File: src/rtl/rv32i_banked_regfile_pkg.sv
// Shared types and elaboration helpers for the banked register file.
// Registers are stored as BEATS narrow BRAM words.
package rv32i_regfile_pkg;

  typedef enum logic [2:0] {
    ST_CLEAR   = 3'd0,
    ST_IDLE    = 3'd1,
    ST_WR      = 3'd2,
    ST_RD      = 3'd3,
    ST_RD_LAST = 3'd4
  } state_e;

  function automatic int beats(input int xlen, input int bram_w);
    return xlen / bram_w;
  endfunction

  function automatic bit is_pow2(input int v);
    return (v > 0) && ((v & (v - 1)) == 0);
  endfunction

endpackage

File: src/rtl/rv32i_banked_regfile_if.sv
// Read/write request bus between the control FSM and the banked register file.
interface rv32i_banked_regfile_if #(
  parameter int XLEN  = 32,
  parameter int NREGS = 32
);
  localparam int AW = $clog2(NREGS);

  logic            i_rd_req;
  logic [AW-1:0]   i_rs1_addr;
  logic [AW-1:0]   i_rs2_addr;
  logic            o_rd_ready;
  logic [XLEN-1:0] o_rs1_data;
  logic [XLEN-1:0] o_rs2_data;
  logic            o_rd_valid;
  logic            i_wr_req;
  logic [AW-1:0]   i_wr_addr;
  logic [XLEN-1:0] i_wr_data;
  logic            o_wr_ready;
  logic            o_wr_done;

  modport master (
    output i_rd_req, i_rs1_addr, i_rs2_addr, i_wr_req, i_wr_addr, i_wr_data,
    input  o_rd_ready, o_rs1_data, o_rs2_data, o_rd_valid, o_wr_ready, o_wr_done
  );

  modport slave (
    input  i_rd_req, i_rs1_addr, i_rs2_addr, i_wr_req, i_wr_addr, i_wr_data,
    output o_rd_ready, o_rs1_data, o_rs2_data, o_rd_valid, o_wr_ready, o_wr_done
  );
endinterface

File: src/rtl/rv32i_banked_regfile_bram.sv
// Simple-dual-port RAM with registered read data; shaped to infer an ICE40 BRAM.
module regfile_sdp_bram #(
  parameter int W     = 16,
  parameter int DEPTH = 64,
  parameter int AW    = 6
) (
  input  logic          wclk_i,
  input  logic          rclk_i,
  input  logic          wen_i,
  input  logic          ren_i,
  input  logic [AW-1:0] waddr_i,
  input  logic [AW-1:0] raddr_i,
  input  logic [W-1:0]  wdata_i,
  output logic [W-1:0]  rdata_o
);

  logic [W-1:0] mem [DEPTH];

  always_ff @(posedge wclk_i) begin
    if (wen_i) mem[waddr_i] <= wdata_i;
  end

  always_ff @(posedge rclk_i) begin
    if (ren_i) rdata_o <= mem[raddr_i];
  end

endmodule

File: src/rtl/rv32i_banked_regfile.sv
// Register file storing each XLEN register as BEATS narrow BRAM words, serving
// one dual-operand read or one write at a time.
// state    | meaning
// CLEAR    | zeroing every BRAM entry after reset
// IDLE     | ready for a read or write request
// WR       | writing one beat per cycle
// RD       | issuing rs1 then rs2 beat addresses
// RD_LAST  | capturing the final returned beat
module rv32i_banked_regfile
  import rv32i_regfile_pkg::*;
#(
  parameter int XLEN           = 32,
  parameter int BRAM_W         = 16,
  parameter int NREGS          = 32,
  parameter bit CLEAR_ON_RESET = 1'b0
) (
  input logic i_clk,
  input logic i_rst,
  rv32i_banked_regfile_if.slave bus
);

  localparam int BEATS = beats(XLEN, BRAM_W);
  localparam int AW    = $clog2(NREGS);
  localparam int BW    = (BEATS > 1) ? $clog2(BEATS) : 1;
  localparam int BSH   = (BEATS > 1) ? BW : 0;
  localparam int KW    = $clog2(2 * BEATS);
  localparam int DEPTH = NREGS * BEATS;
  localparam int ABW   = $clog2(DEPTH);

  localparam logic [2:0] S_CLEAR   = ST_CLEAR;
  localparam logic [2:0] S_IDLE    = ST_IDLE;
  localparam logic [2:0] S_WR      = ST_WR;
  localparam logic [2:0] S_RD      = ST_RD;
  localparam logic [2:0] S_RD_LAST = ST_RD_LAST;

  if (((XLEN % BRAM_W) != 0) || !is_pow2(BEATS)) begin : g_bad_beats
    $error("XLEN/BRAM_W must be a power-of-two integer");
  end
  if (!is_pow2(NREGS)) begin : g_bad_nregs
    $error("NREGS must be a power of two");
  end

  logic [2:0]      state_q, state_d;
  logic [KW-1:0]   k_q, k_d, pend_k_q, pend_k_d;
  logic [ABW-1:0]  clr_q, clr_d;
  logic [AW-1:0]   wa_q, wa_d, ra1_q, ra1_d, ra2_q, ra2_d;
  logic [XLEN-1:0] wd_q, wd_d, sh1_q, sh1_d, sh2_q, sh2_d, rs1_q, rs1_d, rs2_q, rs2_d;
  logic            pend_q, pend_d, rd_valid_q, rd_valid_d, wr_done_q, wr_done_d;

  logic              bram_wen, bram_ren;
  logic [ABW-1:0]    bram_waddr, bram_raddr;
  logic [BRAM_W-1:0] bram_wdata, bram_rdata;
  logic [BW-1:0]     k_beat, p_beat;
  logic              rdy;

  function automatic logic [ABW-1:0] mkaddr(input logic [AW-1:0] a, input logic [BW-1:0] b);
    return (ABW'(a) << BSH) | ABW'(b);
  endfunction

  assign rdy            = (state_q == S_IDLE) & ~i_rst;
  assign bus.o_wr_ready = rdy;
  // Write has priority, so a read never needs forwarding from an in-flight write.
  assign bus.o_rd_ready = rdy & ~bus.i_wr_req;
  assign bus.o_rs1_data = rs1_q;
  assign bus.o_rs2_data = rs2_q;
  assign bus.o_rd_valid = rd_valid_q;
  assign bus.o_wr_done  = wr_done_q;

  assign k_beat = (BEATS > 1) ? BW'(k_q) : '0;
  assign p_beat = (BEATS > 1) ? BW'(pend_k_q) : '0;

  always_comb begin
    state_d    = state_q;
    k_d        = k_q;
    clr_d      = clr_q;
    wa_d       = wa_q;
    wd_d       = wd_q;
    ra1_d      = ra1_q;
    ra2_d      = ra2_q;
    rs1_d      = rs1_q;
    rs2_d      = rs2_q;
    pend_d     = 1'b0;
    pend_k_d   = pend_k_q;
    rd_valid_d = 1'b0;
    wr_done_d  = 1'b0;
    bram_wen   = 1'b0;
    bram_ren   = 1'b0;
    bram_waddr = '0;
    bram_raddr = '0;
    bram_wdata = '0;

    sh1_d = sh1_q;
    sh2_d = sh2_q;
    if (pend_q) begin
      if (!pend_k_q[KW-1]) sh1_d[p_beat*BRAM_W +: BRAM_W] = bram_rdata;
      else                 sh2_d[p_beat*BRAM_W +: BRAM_W] = bram_rdata;
    end
    if (ra1_q == '0) sh1_d = '0;
    if (ra2_q == '0) sh2_d = '0;

    case (state_q)
      S_CLEAR: begin
        bram_wen   = 1'b1;
        bram_waddr = clr_q;
        clr_d      = clr_q + ABW'(1);
        if (clr_q == ABW'(DEPTH - 1)) state_d = S_IDLE;
      end
      S_IDLE: begin
        k_d = '0;
        if (bus.i_wr_req) begin
          wa_d    = bus.i_wr_addr;
          wd_d    = bus.i_wr_data;
          state_d = S_WR;
        end else if (bus.i_rd_req) begin
          ra1_d   = bus.i_rs1_addr;
          ra2_d   = bus.i_rs2_addr;
          state_d = S_RD;
        end
      end
      S_WR: begin
        bram_wen   = (wa_q != '0);
        bram_waddr = mkaddr(wa_q, k_beat);
        bram_wdata = wd_q[k_beat*BRAM_W +: BRAM_W];
        k_d        = k_q + KW'(1);
        if (k_q == KW'(BEATS - 1)) begin
          state_d   = S_IDLE;
          wr_done_d = 1'b1;
        end
      end
      S_RD: begin
        bram_ren   = 1'b1;
        bram_raddr = mkaddr(k_q[KW-1] ? ra2_q : ra1_q, k_beat);
        pend_d     = 1'b1;
        pend_k_d   = k_q;
        k_d        = k_q + KW'(1);
        if (k_q == KW'(2 * BEATS - 1)) state_d = S_RD_LAST;
      end
      S_RD_LAST: begin
        rs1_d      = sh1_d;
        rs2_d      = sh2_d;
        rd_valid_d = 1'b1;
        state_d    = S_IDLE;
      end
      default: state_d = S_IDLE;
    endcase

    if (i_rst) bram_wen = 1'b0;
  end

  always_ff @(posedge i_clk) begin
    if (i_rst) begin
      state_q    <= CLEAR_ON_RESET ? S_CLEAR : S_IDLE;
      k_q        <= '0;
      pend_k_q   <= '0;
      clr_q      <= '0;
      wa_q       <= '0;
      wd_q       <= '0;
      ra1_q      <= '0;
      ra2_q      <= '0;
      sh1_q      <= '0;
      sh2_q      <= '0;
      rs1_q      <= '0;
      rs2_q      <= '0;
      pend_q     <= 1'b0;
      rd_valid_q <= 1'b0;
      wr_done_q  <= 1'b0;
    end else begin
      state_q    <= state_d;
      k_q        <= k_d;
      pend_k_q   <= pend_k_d;
      clr_q      <= clr_d;
      wa_q       <= wa_d;
      wd_q       <= wd_d;
      ra1_q      <= ra1_d;
      ra2_q      <= ra2_d;
      sh1_q      <= sh1_d;
      sh2_q      <= sh2_d;
      rs1_q      <= rs1_d;
      rs2_q      <= rs2_d;
      pend_q     <= pend_d;
      rd_valid_q <= rd_valid_d;
      wr_done_q  <= wr_done_d;
    end
  end

  regfile_sdp_bram #(
    .W    (BRAM_W),
    .DEPTH(DEPTH),
    .AW   (ABW)
  ) u_bram (
    .wclk_i (i_clk),
    .rclk_i (i_clk),
    .wen_i  (bram_wen),
    .ren_i  (bram_ren),
    .waddr_i(bram_waddr),
    .raddr_i(bram_raddr),
    .wdata_i(bram_wdata),
    .rdata_o(bram_rdata)
  );

endmodule

File: src/flat_wrapper.sv
// flat-port wrapper written by rule: the top's interface ports become plain ports
module rv32i_banked_regfile_flat import rv32i_regfile_pkg::*;
#(
  parameter int XLEN           = 32,
  parameter int BRAM_W         = 16,
  parameter int NREGS          = 32,
  parameter bit CLEAR_ON_RESET = 1'b0
)
  (i_clk, i_rst, bus_i_rd_req, bus_i_rs1_addr, bus_i_rs2_addr, bus_i_wr_req, bus_i_wr_addr, bus_i_wr_data, bus_o_rd_ready, bus_o_rs1_data, bus_o_rs2_data, bus_o_rd_valid, bus_o_wr_ready, bus_o_wr_done);
  rv32i_banked_regfile_if #(.XLEN(XLEN), .NREGS(NREGS)) bus_i ();
  input logic i_clk;
  input logic i_rst;
  input wire logic [$bits(bus_i.i_rd_req)-1:0] bus_i_rd_req;
  input wire logic [$bits(bus_i.i_rs1_addr)-1:0] bus_i_rs1_addr;
  input wire logic [$bits(bus_i.i_rs2_addr)-1:0] bus_i_rs2_addr;
  input wire logic [$bits(bus_i.i_wr_req)-1:0] bus_i_wr_req;
  input wire logic [$bits(bus_i.i_wr_addr)-1:0] bus_i_wr_addr;
  input wire logic [$bits(bus_i.i_wr_data)-1:0] bus_i_wr_data;
  output wire logic [$bits(bus_i.o_rd_ready)-1:0] bus_o_rd_ready;
  output wire logic [$bits(bus_i.o_rs1_data)-1:0] bus_o_rs1_data;
  output wire logic [$bits(bus_i.o_rs2_data)-1:0] bus_o_rs2_data;
  output wire logic [$bits(bus_i.o_rd_valid)-1:0] bus_o_rd_valid;
  output wire logic [$bits(bus_i.o_wr_ready)-1:0] bus_o_wr_ready;
  output wire logic [$bits(bus_i.o_wr_done)-1:0] bus_o_wr_done;
  assign bus_i.i_rd_req = bus_i_rd_req;
  assign bus_i.i_rs1_addr = bus_i_rs1_addr;
  assign bus_i.i_rs2_addr = bus_i_rs2_addr;
  assign bus_i.i_wr_req = bus_i_wr_req;
  assign bus_i.i_wr_addr = bus_i_wr_addr;
  assign bus_i.i_wr_data = bus_i_wr_data;
  assign bus_o_rd_ready = bus_i.o_rd_ready;
  assign bus_o_rs1_data = bus_i.o_rs1_data;
  assign bus_o_rs2_data = bus_i.o_rs2_data;
  assign bus_o_rd_valid = bus_i.o_rd_valid;
  assign bus_o_wr_ready = bus_i.o_wr_ready;
  assign bus_o_wr_done = bus_i.o_wr_done;
  rv32i_banked_regfile #(.XLEN(XLEN), .BRAM_W(BRAM_W), .NREGS(NREGS), .CLEAR_ON_RESET(CLEAR_ON_RESET)) u_core (.i_clk(i_clk), .i_rst(i_rst), .bus(bus_i));
endmodule
File: config.mk
export PLATFORM = sky130hd
export DESIGN_NAME = rv32i_banked_regfile_flat
export DESIGN_NICKNAME = d
export VERILOG_FILES = /design/src/rtl/rv32i_banked_regfile_pkg.sv /design/src/rtl/rv32i_banked_regfile_if.sv /design/src/rtl/rv32i_banked_regfile_bram.sv /design/src/rtl/rv32i_banked_regfile.sv /design/src/flat_wrapper.sv
export SDC_FILE = /design/constraint.sdc
export NUM_CORES = 2
export LEC_CHECK = 0
export CORE_UTILIZATION = 55
export DETAILED_ROUTE_END_ITERATION = 6
export PLACE_DENSITY = 0.75
export SLEW_MARGIN = 10
export SYNTH_ARGS = -nofsm -noshare
export SYNTH_HDL_FRONTEND = slang
export SYNTH_HIERARCHICAL = 1
export SYNTH_SLANG_ARGS = --single-unit
File: constraint.sdc
create_clock -name i_clk -period 3.45 [get_ports i_clk]
set_input_delay 0.5175 -clock i_clk [delete_from_list [all_inputs] [get_ports i_clk]]
set_output_delay 0.5175 -clock i_clk [all_outputs]
set_load 0.02 [all_outputs]
* Word-level counts from Yosys, hierarchy flattened
Memory sizes are Yosys's and may differ from the RTL's. A register that Yosys moved wholly into a read port is not among the register bits.
Index checks and enable logic that the tools add are counted.
** Storage, ports and cells
- Output and inout bits :: 68
- Bits in registers :: 191
- RAM bits :: 1024
- Bits in read-only memories :: 0
- Input bits :: 51
- Logic and storage cells :: 76
- Bits in latches :: 0
- Memories kept :: 1
** Memories
- u_core.u_bram.mem :: depth 64, bits a word 16, rd ports 1, clocked after Yosys merged registers in 1, wr ports 1, RTL line rv32i_banked_regfile_bram.sv:17 : logic [W-1:0] mem [DEPTH];
** Cells by class
- Equality and inequality tests :: 11
- Multiplexer cells :: 26
- Divide/modulo/power cells :: 0
- Order comparisons :: 0
- Multipliers :: 0
- Bitwise operators :: 7
- Shift-type cells :: 3
- Reductions and logical operators :: 10
- $add $sub $neg :: 3
** Operators with widths (number)
- two-way mux 32 bit :: 6
- bitwise mux 32 bit :: 2
- negator 5 -> 34 bit :: 1
- variable shift 16 x 34 -> 32 bit, first input constant :: 1
- indexed part select 16 x 34 -> 32 bit :: 1
- indexed part select 32 x 6 -> 16 bit :: 1
- two-way mux 16 bit :: 1
- two-way mux 3 bit :: 5
- OR 6 x 1 -> 6 bit :: 2
- one-hot mux 3 bit (4 select lines) :: 1
- one-hot mux 6 bit (2 select lines) :: 1
- logical NOT 5 bit :: 2
- adder 6 x 1 -> 6 bit, second input constant :: 1
- == test 3 x 2 -> 1 bit, second input constant :: 2
- == test 6 bit, second input constant :: 1
- two-way mux 1 bit :: 6
- two-way mux 6 bit :: 1
- inequality test 2 x 1 -> 1 bit, second input constant :: 3
- two-way mux 5 bit :: 1
- nonzero test 5 bit :: 1
- one-hot mux 2 bit (2 select lines) :: 1
- AND reduction 4 bit :: 1
- OR reduction 2 bit :: 2
- == test 3 x 1 -> 1 bit, second input constant :: 1
- 12 further kinds :: 15

* Depth between registers and ports, before layout
- Depth in word-level cells :: 6
- Mapped depth :: 13
- Mapped depth without buffers :: 8

* By module
The synthesis kept the hierarchy.
** By module, submodules not included
- regfile_sdp_bram :: seq. area each 31230.0 um^2, times used 1, cells each 1829, area an instance 40202.3 um^2
- rv32i_banked_regfile :: seq. area each 3823.7 um^2, times used 1, cells each 763, area an instance 7194.4 um^2

* Least setup slack after synthesis
Ideal clock, no wire load.
- Path type :: input port to flip-flop
- Start point :: input port i_rst
- End point :: memory u_core.u_bram.mem[48][0] (enable)
- Library setup time :: 0.409 ns
- Arrival :: 3.015 ns
- Data required time :: 3.041 ns
- Setup slack :: 0.026 ns
- Stages :: 5
- Buffers on the path :: 1
- Cell sequence :: clkbuf_1 a2111oi_0 nor2b_1 nand4b_1 nor3_1
** Between the ends
- Word-level cells in the longest chain between the ends :: 3
** Ends and longest elaborated chain
- start: declaration :: RTL line flat_wrapper.sv:12 : input logic i_rst;
- two-way mux 1 bit :: RTL line rv32i_banked_regfile.sv:147 : if (i_rst) bram_wen = 1'b0;
- net u_core.bram_wen :: RTL line rv32i_banked_regfile.sv:50 : logic bram_wen, bram_ren;
- two-way mux 1 bit :: RTL line rv32i_banked_regfile_bram.sv:20 : if (wen_i) mem[waddr_i] <= wdata_i;
- two-way mux 1 bit (not written as such) :: RTL line rv32i_banked_regfile_bram.sv:20
- end: declaration :: RTL line rv32i_banked_regfile_bram.sv:17
The timed path passes the listed nets, and every way through them passes these cells.

* Worst setup path after layout
- Start point :: register u_core.state_q[1]
- End point :: register u_core.u_bram.rdata_o[13] (read register of u_core.u_bram.mem), data pin
** Between the ends
- Word-level cells in the longest chain between the ends :: 2
- Elaborated cells between the ends (all ways) :: 3
- Those cells by class :: eq/ne (1); mux (2)
** Ends and longest elaborated chain
- start: declaration :: RTL line rv32i_banked_regfile.sv:43 : logic [2:0] state_q, state_d;
- start signal: assignment :: RTL line rv32i_banked_regfile.sv:152 : state_q <= CLEAR_ON_RESET ? S_CLEAR : S_IDLE;
- start signal: assignment :: RTL line rv32i_banked_regfile.sv:168 : state_q <= state_d;
- == test 3 x 2 -> 1 bit :: RTL line rv32i_banked_regfile.sv:101 : case (state_q)
- two-way mux 6 bit :: RTL line rv32i_banked_regfile.sv:101
- net u_core.bram_raddr[2] :: RTL line rv32i_banked_regfile.sv:51 : logic [ABW-1:0] bram_waddr, bram_raddr;
- end: declaration :: RTL line rv32i_banked_regfile_bram.sv:14 : output logic [W-1:0] rdata_o
The timed path passes the listed nets, and every way through them passes these cells.
A chain may end at the register's enable or synchronous reset.

==> impl_metrics.csv <==
group,metric,value,unit
sta,layout_setup_ws,0.0822,ns
sta,max_slew.worst_pin.slew,1.18,ns
routing,routedWlPerCell,27.9,um
placement,io_buffers,118,
sta,drv_slew,0,
layout,nets,2914,
yosys,syn_inst,2592,
worst_setup_path,cp.required,3.86,ns
routing,drt_pre_antenna_iters,5,
yosys,yosysSeqAreaShare,74.0,%
sta,hold_ws,0.371,ns
floorplanning,rows,107,
grt,antenna_found_initial,0,
routing,vias_per_cell,6.25,
grt,grt_pass1_wl,170,mm
layout,n_fill_cell,5579,
floorplanning,core_area,85300,um2
yosys,async_flop_share,0,%
layout,area_delta_synth_final,16.0,%
sta,min_period,3.37,ns
sta,period_share,97.6,%
clock_network,clock-sinks,1231,
clock_network,cts_buffer_depth,3,
floorplanning,ioPinCount,119,
sta,fin_worst_skew,0.0299,ns
placement,post-dp-hpwl,71.5,mm
layout,drive_gt1_share,22.0,%
clock_network,cts_buffers,117,
layout,layout_common_cells,"1040 x edfxtp_1, 232 x nor2_1, 220 x mux4_2, 190 x dfxtp_1, 183 x mux2i_1",
floorplanning,start_util,55.6,%
hold_path,hold_path.class,"primary input to register",
pwr,peakVddDrop,0.000457,V
placement,pre_cts_ws,-0.253,ns
worst_setup_path,critPathMaxFanout,59,
routing,routed_wl,115,mm
pwr,p_leak,19.4,nW
layout,final_common_cell,"edfxtp_1",
sta,rsz0062_at_grt,"no",
worst_setup_path,end_kind,"register",
yosys,netlist_area,47400,um2
routing,drt_iter0_drc,2918,
clock_network,clockRootBuffer,"clkbuf_16",
hold_path,whs_path_depth,3,
yosys,ys_ff_latch,1231,
grt,grt.total_usage,26.8,%
run_status,status,"complete, no violations",
layout,multi_input_area,11600,um2
clock_network,clkTransAtPathRegs,0.06,ns
yosys,avgSynthCellArea,18.3,um2
worst_setup_path,start_kind,"register",
placement,gp_routability_congestion,0.867,
sta,fmax,0.297,GHz
grt,grt_max_degree,66,
worst_setup_path,cp_data_arrival_time,3.78,ns
clock_network,clock_latency,0.70,ns
sta,setup_viol,0,
yosys,synth_edf_count,1040,
clock_network,htreeDepth,3,
layout,final_cell_count_no_fill,4102,
worst_setup_path,reg2reg_depth,9,
sta,relSlewSlack,21.0,%
layout,regArea,35100,um2
placement,post-place-cells,3885,
sta,hold_viol_final,0,
layout,utilization,64.4,%
routing,drc,0,
worst_setup_path,worstSetupPathType,"register to register",
routing,via_count,25600,
grt,grt_pass1_vias,26100,
floorplanning,fp.dieW,296,um
yosys,synthFlopType,"edfxtp_1",
floorplanning,die-area,87400,um2
job,max_cap_viol_count,0,
routing,drtAntennaViolNets,0,
yosys,syn-num-nets,2646,
pwr,power,31.9,mW
yosys,yosysWarnings,6,
clock_network,cts_setup_buffers,0,
floorplanning,die_y,296,um
yosys,synth_cell_type_count,57,
pwr,powerDensity,580,nW/um2
clock_network,cts_tree,"done",
grt,grt_remaining_overflow,0,
-- worst paths after layout --
path | from | endpoint | slack [ns]
worst max register to register | u_core/state_q[1] | u_core/u_bram/rdata_o[13] | 0.08
worst min register to register | u_core/wd_q[1] | u_core/wd_q[1] | 0.46
worst max-delay path | u_core/state_q[1] | u_core/u_bram/rdata_o[13] | 0.08
worst min-delay path | bus_i_wr_data[8] | u_core/wd_q[8] | 0.37
-- logic make-up (layout without fill, tap and decap cells) --
kind of cell | count (synthesis) | in the layout | share of synthesized area [%]
flip-flops | 1231 | 1231 | 74.0
AND/OR/NAND/NOR | 509 | 509 | 4.70
multiplexers | 434 | 434 | 15.2
AO/OA/AOI/OAI | 247 | 247 | 3.88
buffers and inverters | 163 | 528 | 2.11
XOR/XNOR | 5 | 5 | 0.0924
adder cells (fa/ha/maj) | 3 | 3 | 0.0792
other | 0 | 1 | 0
-- layer usage --
layer  share of wire, %  GRT usage (%)  wire length [um]
met1                 37           35.5             42700
met2                 49           44.2             56700
met3                8.4           4.16              9630
met4                4.9           12.5              5570
met5                  0              0                 0
-- critical path, stage by stage, from the launching register on --
cell and delay, ns:
dfxtp_1 0.33, nor2b_1 0.28, nand2_2 0.26, nor2_4 0.20, buf_12 0.21, buf_12 0.30, buf_4 0.28, mux4_2 0.32
a22oi_1 0.59, a311oi_1 0.21
-- per-stage QoR --
step / cell area, um2 / setup TNS, ns
6_report: 55000 / 0
5_1_grt: 55000 / 0
4_1_cts: 54900 / 0
3_5_place_dp: 51200 / -0.496
3_3_place_gp: 51200 / -0.221
2_1_floorplan: 47400 / 0
-- cells in the mapped netlist, types with 10 or more instances --
master,n,area [um2]
a22o_1,12,105
nand2_1,137,514
a21oi_1,58,290
edfxtp_1,1040,31200
nor2b_1,32,200
a2bb2oi_1,64,561
a22oi_1,39,293
dfxtp_1,191,3820
a221oi_1,16,140
mux4_2,220,4950
mux2i_1,183,1830
mux2_2,27,304
nor2_1,252,946
clkbuf_1,52,195
nand3_1,27,135
buf_6,19,214
a211oi_1,10,75.1
buf_4,13,97.6
buf_2,59,295
nand4_1,14,87.6
-- repair_timing --
item / in CTS / in global routing
hold buffers: 0 / 0
setup endpoints to repair: 5 / 5
resized for setup: 2 / 5
-- power by group --
| part | internal [mW] | switching (mW) |
|---|---|---|
| clock network | 7.04 | 5.35 |
| logic | 1.13 | 1.72 |
| registers | 16.3 | 0.330 |
-- flip-flops by register name, summed over array words and instances (netlist names), 6 cells and up --
name,count
u_core/bus.o_rs1_data,32
u_core/bus.o_rs2_data,32
u_core/clr_q,6
u_core/sh1_q,32
u_core/sh2_q,32
u_core/u_bram/mem,1024
u_core/u_bram/rdata_o,16
u_core/wd_q,32
-- area by class of cell --
| type | count | share of cell area (%) |
|---|---|---|
| inverter | 2 | 0.0137 |
| timing repair buffer | 310 | 5.81 |
| tap | 1144 | 2.60 |
| antenna | 1 | 0.00455 |
| clock inverter | 60 | 0.904 |
| multi-input combinational | 1198 | 21.0 |
| clock buffer | 156 | 5.85 |
| sequential | 1231 | 63.8 |
Power figures use the tool's default switching activity.
